[config.mk]
export PLATFORM = sky130hd
export DESIGN_NAME = pc_fetch_unit
export DESIGN_NICKNAME = d
export VERILOG_FILES = /design/src/rtl/pc_fetch_unit.sv
export SDC_FILE = /design/constraint.sdc
export NUM_CORES = 1
export LEC_CHECK = 0
export ABC_AREA = 1
export BUFFER_PORTS_ARGS = -buffer_cell sky130_fd_sc_hd__buf_2
export CORE_AREA = 4 4 124 126
export DETAILED_ROUTE_END_ITERATION = 10
export DIE_AREA = 0 0 128 130
export PLACE_DENSITY = 0.66
export SETUP_SLACK_MARGIN = 0.3
export SYNTH_ARGS = -nofsm -noshare
export SYNTH_HDL_FRONTEND = slang
export SYNTH_SLANG_ARGS = --single-unit
[constraint.sdc]
create_clock -name clk -period 3.24 [get_ports clk]
set_input_delay 0.648 -clock clk [delete_from_list [all_inputs] [get_ports clk]]
set_output_delay 0.648 -clock clk [all_outputs]
set_load 0.01 [all_outputs]
[src/rtl/pc_fetch_unit.sv]
// pc_fetch_unit: program-counter register stage feeding the instruction-memory fetch port.
//
// Ports:
//   clk           - rising-edge system clock
//   reset         - asynchronous, active-high reset
//   pc_next_in    - redirect target from the PC-select mux
//   redirect      - mux select; 1 = take pc_next_in (branch/jump)
//   stall         - decode stall; blocks PC advance and drops imem_valid
//   imem_ready    - instruction memory accepts the request this cycle
//   imem_valid    - fetch request valid
//   pc_out        - current fetch address
//   pc_plus4      - pc_out + 4 (combinational), sequential input of the mux
//   misalign_trap - sticky trap flag, set on a misaligned target
//   trap_addr     - the misaligned target that caused the trap
//   fetch_count   - accepted-fetch counter
//
// Build option: define FETCH_COUNTER_EN to build the accepted-fetch counter;
// otherwise fetch_count is tied to zero.
module pc_fetch_unit #(
    parameter int              XLEN         = 32,
    parameter logic [XLEN-1:0] RESET_VECTOR = '0
) (
    input  logic            clk,
    input  logic            reset,
    input  logic [XLEN-1:0] pc_next_in,
    input  logic            redirect,
    input  logic            stall,
    input  logic            imem_ready,
    output logic            imem_valid,
    output logic [XLEN-1:0] pc_out,
    output logic [XLEN-1:0] pc_plus4,
    output logic            misalign_trap,
    output logic [XLEN-1:0] trap_addr,
    output logic [31:0]     fetch_count
);
    localparam logic [1:0] HOLD  = 2'd0;
    localparam logic [1:0] FETCH = 2'd1;
    localparam logic [1:0] TRAP  = 2'd2;

    logic [1:0]      r_state;
    logic [XLEN-1:0] r_pc;
    logic [XLEN-1:0] r_trap_addr;
    logic            r_pend_valid;
    logic [XLEN-1:0] r_pend_addr;
    logic            w_accept;
    logic [XLEN-1:0] w_target;
    logic            w_misalign;

    always_comb begin
        pc_plus4   = r_pc + {{(XLEN-3){1'b0}}, 3'd4};
        imem_valid = (r_state == FETCH) && !stall;
        w_accept   = imem_valid && imem_ready;
        // A live redirect outranks an older pending one, which outranks sequential flow.
        w_target   = redirect ? pc_next_in : (r_pend_valid ? r_pend_addr : pc_plus4);
        w_misalign = |w_target[1:0];
    end

    always_ff @(posedge clk or posedge reset) begin
        if (reset) begin
            r_state      <= HOLD;
            r_pc         <= RESET_VECTOR;
            r_trap_addr  <= '0;
            r_pend_valid <= 1'b0;
            r_pend_addr  <= '0;
        end else begin
            case (r_state)
                HOLD:    r_state <= FETCH;
                FETCH: begin
                    if (w_accept) begin
                        r_pend_valid <= 1'b0;
                        if (w_misalign) begin
                            r_trap_addr <= w_target;
                            r_state     <= TRAP;
                        end else begin
                            r_pc <= w_target;
                        end
                    end else if (redirect) begin
                        // No accept this cycle: park the target until the next accept.
                        r_pend_valid <= 1'b1;
                        r_pend_addr  <= pc_next_in;
                    end
                end
                default: r_state <= TRAP;
            endcase
        end
    end

`ifdef FETCH_COUNTER_EN
    logic [31:0] r_fetch_count;

    always_ff @(posedge clk or posedge reset) begin
        if (reset)
            r_fetch_count <= '0;
        else if (w_accept)
            r_fetch_count <= r_fetch_count + 32'd1;
    end

    assign fetch_count = r_fetch_count;
`else
    assign fetch_count = 32'h0;
`endif

    assign pc_out        = r_pc;
    assign trap_addr     = r_trap_addr;
    assign misalign_trap = (r_state == TRAP);
endmodule

After elaboration in Yosys (flattened, before gate mapping)
Cells that the tools add are included.
{"block": "op_classes", "shift": 0, "order_cmp": 0, "reduce_logical": 11, "bitwise": 2, "n_mux": 7, "n_div": 0, "mul": 0, "n_eq_ne": 4, "n_addsub": 1}
{"op": "2-to-1 mux 32 bit", "count": 2}
{"op": "adder 32 x 3 -> 32 bit (second input constant)", "count": 1}
{"op": "AND reduction 3 bit", "count": 3}
{"op": "2-to-1 mux 2 bit", "count": 2}
{"op": "!= test 2 bit (second input constant)", "count": 2}
{"op": "one-hot mux 2 bit (2 select lines)", "count": 1}
{"op": "AND reduction 2 bit", "count": 2}
{"op": "== test 2 x 1 -> 1 bit (second input constant)", "count": 1}
{"op": "== test 2 bit (second input constant)", "count": 1}
{"op": "logical AND 1 bit", "count": 2}
{"op": "logical NOT 2 bit", "count": 1}
{"op": "2-to-1 mux 1 bit", "count": 2}
{"op": "NOT 1 bit", "count": 2}
{"op": "nonzero test 2 bit", "count": 1}
{"op": "OR reduction 2 bit", "count": 1}
{"op": "logical NOT 1 bit", "count": 1}
{"block": "word_totals", "latchBits": 0, "input_bits": 37, "reg_bits": 99, "mem_bits_rw": 0, "romBits": 0, "n_memories": 0, "out_inout_bits": 130}

Longest topological paths before layout
Gate-level depths: netlist (run 1).
{"block": "logic_depth", "ltp_word": 7, "depth_mapped": 12, "mapped_depth_nobuf": 12}

Worst setup path before layout (run 1)
No wires, ideal clock.
{"block": "synth_timing", "kind": "flip-flop to output port", "start": "reg r_pc[3] (netlist: pc_out[3])", "end": "out pc_plus4[26]", "stages_incl_launch_ff": 8, "path_buffers": 0, "arrival_ps": 1374, "slack_ps": 1218, "path_cell_list": "dfrtp_1 > ha_1 > nand2_1 > nor2_2 > nand2_1 > nor2_2 > nand3_1 > nand2_1"}
{"block": "synth_via", "elab_chain_len": 1}
{"element": "start, declared", "line_no": "41", "text": "logic [XLEN-1:0] r_pc;"}
{"element": "start signal, assigned", "line_no": "75", "text": "r_pc <= w_target;"}
{"element": "adder 32 x 3 -> 32 bit", "line_no": "50", "text": "pc_plus4 = r_pc + {{(XLEN-3){1'b0}}, 3'd4};"}
{"element": "end, declared", "line_no": "31", "text": "output logic [XLEN-1:0] pc_plus4,"}
No other way between the ends.

Final worst setup path (run 1)
{"block": "layout_timing", "start": "reg r_pc[3] (netlist: pc_out[3])", "end": "out pc_plus4[28]"}
Same word-level chain as after synthesis.

==> impl_summary.txt, run 1 <==
----------------------------------------------------
[Route]
  Detail-routed net length per standard cell ... between 10 and 15 um
  Final routed wirelength across all metal layers ... roughly 17000 um
  DRT Pass-1 Iters ... 5
  Violation count after the first detailed-route iteration ... 380
  Remaining number of nets flagged by the antenna check after routing ... 0
  Total via count after detailed routing ... 5380
  Post-detailed-route via-to-cell ratio ... about 4.9
  Remaining design rule violation count ... 0

[Critical path]
  CP most frequent cell ... sky130_fd_sc_hd__nand2_1
  Kind of launch point of the worst setup path ... flop
  Element type at the critical path end ... primary output
  Slowest library cell on the worst path ... sky130_fd_sc_hd__dfrtp_1
  Critical setup path kind ... reg2out
  Crit path buffers/inverters ... 1
  Worst EP arrival ... around 2100 ps
  Largest delay share family, worst path ... simple AND/OR/NAND/NOR gates
  Critical Path RT ... between 2000 and 3000 ps
  Max stage delay on crit path ... 440 ps
  Cell-by-cell listing of the critical path ... ha_1, nand2_1, nor2_2, nand2_2, nor2_2, nand2_1, nand2_1, nand2_1, buf_2
  Critical path peak fanout ... 5

[Timing]
  Final WS setup ... between 400 and 500 ps
  Maximum clock frequency ... between 300 and 400 MHz
  Final period utilization ... between 80 and 90%
  Worst slew margin relative to its limit ... about 60%
  Worst hold slack after final layout ... around 390 ps
  Clock period minus worst slack ... between 2000 and 3000 ps
  RSZ-0062 raised after global routing ... false
  Summed negative setup slack over all endpoints ... 0 ps
  Hold Fails Final Rpt ... 0
  Actual transition at the worst max-transition pin ... between 600 and 700 ps
  Post-route clock skew ... 7.267 ps
  Setup violation total in the final timing report ... 0
  Final Max Slew Viols ... 0

[Finish]
  Filler instances ... about 1.5k
  Antenna Diode Count ... 0
  Post-route cell area ... about 6500 sq um
  Most common cell after layout, fill and taps aside ... sky130_fd_sc_hd__nand2_1
  Share of final-layout standard cells stronger than drive strength 1 ... a little under a fifth
  Most frequent cells in the layout ... sky130_fd_sc_hd__nand2_1 (369), sky130_fd_sc_hd__buf_2 (134), sky130_fd_sc_hd__dfrtp_1 (99), sky130_fd_sc_hd__inv_1 (62), sky130_fd_sc_hd__o21ai_0 (51)
  Post-Route Utilization ... 45.75%
  Relative area change from synthesis to final layout ... 17.54%
  Post-layout net count ... 958

[Hold path]
  HP Class ... in2async

[Yosys]
  Mean Syn Cell Area ... approximately 6.9 sq um
  Fraction of registers with async set or reset after synthesis ... between 90% and 100%
  Number of enable flip-flop cells after synthesis ... 0
  Number of warning messages in the yosys log ... 0
  Synth Flop Type ... sky130_fd_sc_hd__dfrtp_1
  Synth Cell Area ... roughly 5600 sq um
  Distinct cell type count after synthesis ... 30
  Number of storage elements in the synthesis netlist ... 99
  Number of instances in the synthesized netlist ... ~800
  Share of synthesized area occupied by flip-flops and latches ... roughly 44%

[Placed design]
  Placement Cell Area ... a little over 6000 sq um
  Buffers added on ports ... 134
  HPWL after DPL ... ~12000 um
  Pre-CTS setup slack ... around 760 ps
  Placer Congestion ... 0.8394

[Power and ir drop]
  Relative contribution of sequential cells to total power ... 38.8%
  P_leak ... about 3.6 nW
  Combinational share of power ... 41.6%
  Switch Pwr ... ~2.4 mW
  Switching Share ... 42.31%
  Power density over cell area ... 880.3 nW/um^2
  Worst ir drop on vdd ... ~0.47 mV
  Pint ... 3.326 mW
  Clock network power share ... a little under 20%

[CTS]
  Clock Sinks ... between 90 and 100
  Root Driver ... sky130_fd_sc_hd__clkbuf_16
  Longest Clk Path Bufs ... 2
  Hold-fix buffers at CTS ... 0
  Clock-pin transition on the worst setup and hold timing paths ... 70 ps
  Clock latency reported for the late side of the worst-skew pair ... around 350 ps
  Inserted Clock Buffers ... 9
  Post-CTS Setup Bufs ... 0
  TritonCTS clock tree ... built
  H-tree depth reported by CTS ... 3

[Floorplan]
  DIE WIDTH ... 128 um
  Count of pins on the block boundary ... around 170
  Effective utilization at floorplan ... 38.92%
  Std-Cell Core Area ... 14310 sq um
  Standard-cell rows ... between 40 and 50
  Die Y ... between 100 and 150 um
  Die ar. ... around 17000 sq um

[Global route]
  Overall fraction of global-route tracks in use ... approximately 20%
  Vias in the first global route ... about 5.0k
  Initial antenna violation count ... 0
  Maximum number of pins on one net before global-route repair ... 100
  First-pass GRT wire length ... ~26000 um
  Global route total overflow ... 0

[Status]
  Outcome ... completed

[Flow run]
  Number of max-cap violations ... 0

----------------------------------------------------
-- stage by stage --
step / instances / power, mW
floorplan: 834 / 3.666
global placement: 1093 / 4.631
detailed placement: 1093 / 4.669
CTS: 1108 / 5.826
global route: 1108 / 6.228
finish: 1108 / 5.765
-- power by group through the flow --
stage | registers, mW | clock network, mW | logic [mW]
3_5_place_dp | 2.25 | 0 | 2.42
5_1_grt | 2.32 | 1.20 | 2.71
6_report | 2.24 | 1.13 | 2.40
3_3_place_gp | 2.23 | 0 | 2.40
4_1_cts | 2.23 | 1.16 | 2.44
2_1_floorplan | 2.32 | 0 | 1.35
-- layout make-up --
cell class	count	area, sq um	share of cell area, %
multi-input combinational	602	2547	38.90
sequential	99	2477	37.83
timing repair buffer	141	735.7	11.23
clock buffer	12	256.5	3.917
inverter	67	255.2	3.898
tap	184	230.2	3.515
clock inverter	3	46.29	0.7069
-- cells in the mapped netlist (3+ instances only) --
cell type                  number  area (sq um)
sky130_fd_sc_hd__buf_4         34         255.2
sky130_fd_sc_hd__nand2_1      370          1389
sky130_fd_sc_hd__nand3_1       33         165.2
sky130_fd_sc_hd__o21ai_1        9         45.04
sky130_fd_sc_hd__buf_6          4         45.04
sky130_fd_sc_hd__a21oi_1       24         120.1
sky130_fd_sc_hd__inv_2          4         15.01
sky130_fd_sc_hd__nor2_1        52         195.2
sky130_fd_sc_hd__inv_1         63         236.5
sky130_fd_sc_hd__nor2_2         5         31.28
sky130_fd_sc_hd__buf_2         15         75.07
sky130_fd_sc_hd__o21ai_0       51         255.2
sky130_fd_sc_hd__clkbuf_1      11         41.29
sky130_fd_sc_hd__o22ai_1        3         18.77
sky130_fd_sc_hd__dfrtp_1       99          2477
sky130_fd_sc_hd__xnor2_1        5         43.79
-- flip-flops by register name (all words and copies together), names as in the netlist --
signal / flops
r_pend_valid: 1
r_state: 2
r_pend_addr: 32
trap_addr: 32
pc_out: 32
-- path summary, 6_finish.rpt --
| path | from | end | slack (ps) | depth (start not counted) |
|---|---|---|---|---|
| worst min-delay path | reset | r_pend_addr[26] | 390 | 3 |
| worst max-delay path | pc_out[3] | pc_plus4[28] | 480 | 9 |
| min in group clk | r_state[1] | r_state[0] | 440 | 1 |
| worst min register to register | r_state[1] | r_state[0] | 440 | 1 |
| worst max register to register | r_pend_valid | pc_out[9] | 920 | 10 |
| max in group asynchronous | reset | r_pend_addr[25] | 2340 | 3 |
-- tightest hold or removal path, cell delays in order --
cell and delay, ps:
sky130_fd_sc_hd__buf_2 110, sky130_fd_sc_hd__clkinvlp_4 70, sky130_fd_sc_hd__buf_12 360
-- kinds of logic (layout without fill, tap and decap cells) --
group                    after synthesis  in the layout  share of synthesized area [%]
XOR/XNOR                               7              7                          1.100
adder cells (fa/ha/maj)                1              1                         0.2245
other                                  1             32                        0.06731
AO/OA/AOI/OAI                         94             94                          8.848
buffers and inverters                133            223                          12.13
flip-flops                            99             99                          44.46
AND/OR/NAND/NOR                      468            468                          33.17
-- what timing repair did --
action	in CTS	in global routing
endpoints found under the hold margin	0	0
resized for setup	0	4
endpoints found under the setup margin	0	6
-- layer usage --
layer	part of all wire, %	vias to the layer above	track usage, %
met5	0	-	0
met4	1.0	0	4.120
met3	8.6	14	5.649
met2	46	235	31.21
met1	45	2481	28.43
li1	-	2650	-
Note: power is estimated with default switching activity, not from simulation.
==> inputs of run 2 (changes only) <==
PLACE_DENSITY = 0.76   (was 0.66)
==> run 2 against run 1 <==
  * Combinational power hardly changed
  * Die area stayed put
  * Maximum frequency is 1.3% lower
  * Final cell count is 0.18% higher
  * Count of clock-buffer cells in the layout stayed put
  * First-iteration DRC count is 30% higher
  * Via count is 0.15% lower
  * Power is 1.2% lower
  * Critical path depth stayed put
  * Critical endpoint unchanged
  * Largest cell class unchanged
==> impl_summary.txt, run 2 (synthesis results as in run 1) <==
----------------------------------------------------
[Hold path]
  HP Class ... in2async

[Placed design]
  Placement Cell Area ... 6241 sq um (+0.12%)
  Buffers added on ports ... 134 (unchanged)
  HPWL after DPL ... 12400 um (+3.8%)
  Placer Congestion ... 0.8892 (+5.9%)

[Timing]
  Worst slew margin relative to its limit ... 49.76% (-9.9 points)
  Clock period minus worst slack ... 2792 ps (+36.59 ps)
  RSZ-0062 raised after global routing ... true
  Hold Fails Final Rpt ... 0 (unchanged)
  Summed negative setup slack over all endpoints ... 0 ps (unchanged)
  Setup violation total in the final timing report ... 0 (unchanged)
  Actual transition at the worst max-transition pin ... 752.1 ps (+147.5 ps)
  Final Max Slew Viols ... 0 (unchanged)
  Post-route clock skew ... 7.739 ps (+0.4722 ps)
  Maximum clock frequency ... 358.1 MHz (-1.3%)
  Final period utilization ... 86.18% (+1.1 points)

[Critical path]
  Kind of launch point of the worst setup path ... flop
  CP most frequent cell ... sky130_fd_sc_hd__nand2_1
  End of the worst register-to-register path ... pc_out[7]
  Critical path peak fanout ... 5 (unchanged)
  Critical setup path kind ... reg2out
  Slowest library cell on the worst path ... sky130_fd_sc_hd__dfrtp_1
  Element type at the critical path end ... primary output
  Cell-by-cell listing of the critical path ... ha_1, nand2_1, nor2_2, nand2_1, nor2_1, nand2_1, nand2_1, nand2_1, buf_2
  Max stage delay on crit path ... 440 ps (about the same)
  Worst Reg-to-Reg Cells ... 9 (-1)
  Startpoint of the lowest-slack register-to-register path ... r_pend_valid
  Critical Path RT ... 2590 ps (about the same)
  Worst EP arrival ... 2140 ps (+30 ps)
  Register-to-register setup slack ... 690 ps (-230 ps)

[CTS]
  H-tree depth reported by CTS ... 3 (unchanged)
  Hold-fix buffers at CTS ... 0 (unchanged)
  Clock Sinks ... 99 (unchanged)
  Root Driver ... sky130_fd_sc_hd__clkbuf_16
  Clock latency reported for the late side of the worst-skew pair ... 350 ps (about the same)
  Inserted Clock Buffers ... 9 (unchanged)
  Longest Clk Path Bufs ... 2 (unchanged)
  TritonCTS clock tree ... built
  Clock-pin transition on the worst setup and hold timing paths ... 70 ps (about the same)

[Power and ir drop]
  Worst ir drop on vdd ... 0.4559 mV (-3.7%)
  Clock network power share ... 18.2% (-1.3 points)
  Switch Pwr ... 2.461 mW (+0.90%)
  Power density over cell area ... 872.8 nW/um^2 (-0.86%)
  Switching Share ... 43.19% (+0.88 points)
  Combinational share of power ... 41.8% (+0.2 points)
  Relative contribution of sequential cells to total power ... 40.0% (+1.2 points)
  Pint ... 3.237 mW (-2.7%)
  P_leak ... 3.572 nW (about the same)

[Floorplan]
  Die ar. ... 16640 sq um (unchanged)
  Standard-cell rows ... 44 (unchanged)
  DIE WIDTH ... 128 um (unchanged)
  Std-Cell Core Area ... 14310 sq um (unchanged)
  Effective utilization at floorplan ... 38.92% (unchanged)
  Die Y ... 130 um (unchanged)
  Count of pins on the block boundary ... 167 (unchanged)

[Global route]
  Initial antenna violation count ... 0 (unchanged)
  Maximum number of pins on one net before global-route repair ... 46 (-54%)
  Vias in the first global route ... 5024 (+0.98%)
  Global route total overflow ... 0 (unchanged)
  First-pass GRT wire length ... 26050 um (-1.2%)
  Overall fraction of global-route tracks in use ... 19.69% (-0.47 points)

[Status]
  Outcome ... completed

[Route]
  Final routed wirelength across all metal layers ... 16430 um (-0.77%)
  Detail-routed net length per standard cell ... 14.80 um (-0.95%)
  Violation count after the first detailed-route iteration ... 493 (+30%)
  Post-detailed-route via-to-cell ratio ... 4.840 (-0.33%)
  Remaining design rule violation count ... 0 (unchanged)
  DRT Pass-1 Iters ... 5 (unchanged)
  Remaining number of nets flagged by the antenna check after routing ... 0 (unchanged)
  Total via count after detailed routing ... 5372 (-0.15%)

[Finish]
  Post-Route Utilization ... 45.61% (-0.14 points)
  Filler instances ... 1465 (-3.3%)
  Most frequent cells in the layout ... sky130_fd_sc_hd__nand2_1 (370), sky130_fd_sc_hd__buf_2 (134), sky130_fd_sc_hd__dfrtp_1 (99), sky130_fd_sc_hd__inv_1 (62)
  Relative area change from synthesis to final layout ... 17.18%
  Share of final-layout standard cells stronger than drive strength 1 ... 18.79% (-0.15 points)
  Post-layout net count ... 959 (+0.10%)
  Most common cell after layout, fill and taps aside ... sky130_fd_sc_hd__nand2_1
  Post-route cell area ... 6529 sq um (-0.31%)
  Antenna Diode Count ... 0 (unchanged)

[Flow run]
  Number of max-cap violations ... 0 (unchanged)

----------------------------------------------------
==> run 2: cell types whose count changed in the layout (fill, tap and decap cells not counted) <==
cell,before,now
sky130_fd_sc_hd__nand2_2,3,2
sky130_fd_sc_hd__bufinv_16,1,0
sky130_fd_sc_hd__clkbuf_1,1,2
sky130_fd_sc_hd__clkinv_4,0,1
sky130_fd_sc_hd__nor2_1,50,51
sky130_fd_sc_hd__clkinvlp_4,2,1
sky130_fd_sc_hd__clkbuf_8,2,1
sky130_fd_sc_hd__clkinv_2,0,1
sky130_fd_sc_hd__inv_8,0,1
sky130_fd_sc_hd__nand2_1,369,370
sky130_fd_sc_hd__nor2_2,6,5
sky130_fd_sc_hd__buf_4,6,7
==> run 2: area by class of cell <==
type | instances | area (sq um) | area share [%]
Tap cell | 184 | 230.2 | 3.526
Clock inverter | 4 | 33.78 | 0.5174
Clock buffer | 12 | 246.5 | 3.775
Sequential cell | 99 | 2477 | 37.95
Multi-Input combinational cell | 602 | 2542 | 38.94
Inverter | 67 | 255.2 | 3.910
Timing Repair Buffer | 142 | 743.2 | 11.38
==> run 2: per-stage QoR <==
step	setup WS (ps)	total power [mW]	hold slack, ps	std cells
2_1_floorplan	1218	3.666	414.9	834
3_3_place_gp	888.2	4.618	426.3	1094
3_5_place_dp	763.0	4.678	433.0	1094
4_1_cts	469.4	5.731	442.5	1110
5_1_grt	295.3	6.136	456.5	1110
6_report	447.7	5.698	425.4	1110
==> run 2: layer usage <==
layer | vias to the layer above | GRT usage [%] | share of wire (%)
met5 | - | 0 | 0
met4 | 0 | 3.683 | 0.69
met3 | 11 | 3.971 | 10
met2 | 254 | 31.95 | 46
met1 | 2458 | 27.69 | 43
li1 | 2649 | - | -
==> run 2: power by group through the flow <==
stage / combinational (mW) / sequential (mW) / clock (mW)
after floorplan: 1.35 / 2.32 / 0
after global placement: 2.35 / 2.27 / 0
after detailed placement: 2.39 / 2.29 / 0
after CTS: 2.41 / 2.27 / 1.06
after global routing: 2.68 / 2.34 / 1.11
final: 2.38 / 2.28 / 1.04
==> run 2: how the worst max path moves through the flow <==
stage	start	endpoint	slack [ps]
global route	pc_out[3]	pc_plus4[28]	300
finish	pc_out[3]	pc_plus4[28]	450
global placement	pc_out[3]	pc_plus4[18]	890
CTS	pc_out[3]	pc_plus4[18]	470
detailed placement	r_pend_valid	pc_out[7]	760
floorplan	pc_out[3]	pc_plus4[26]	1220
==> run 2: worst max-delay path, delay by kind of cell, from the launching register on <==
family | cells | cell delay (ps)
adders and majority gates | 1 | 250
and+or+nand+nor | 7 | 960
buffers and inverters | 1 | 150
DFF | 1 | 440
==> run 2: what timing repair did <==
item	4_1_cts	5_1_grt
buffers inserted	0	0
resized for setup	0	2
endpoints found under the setup margin	0	2
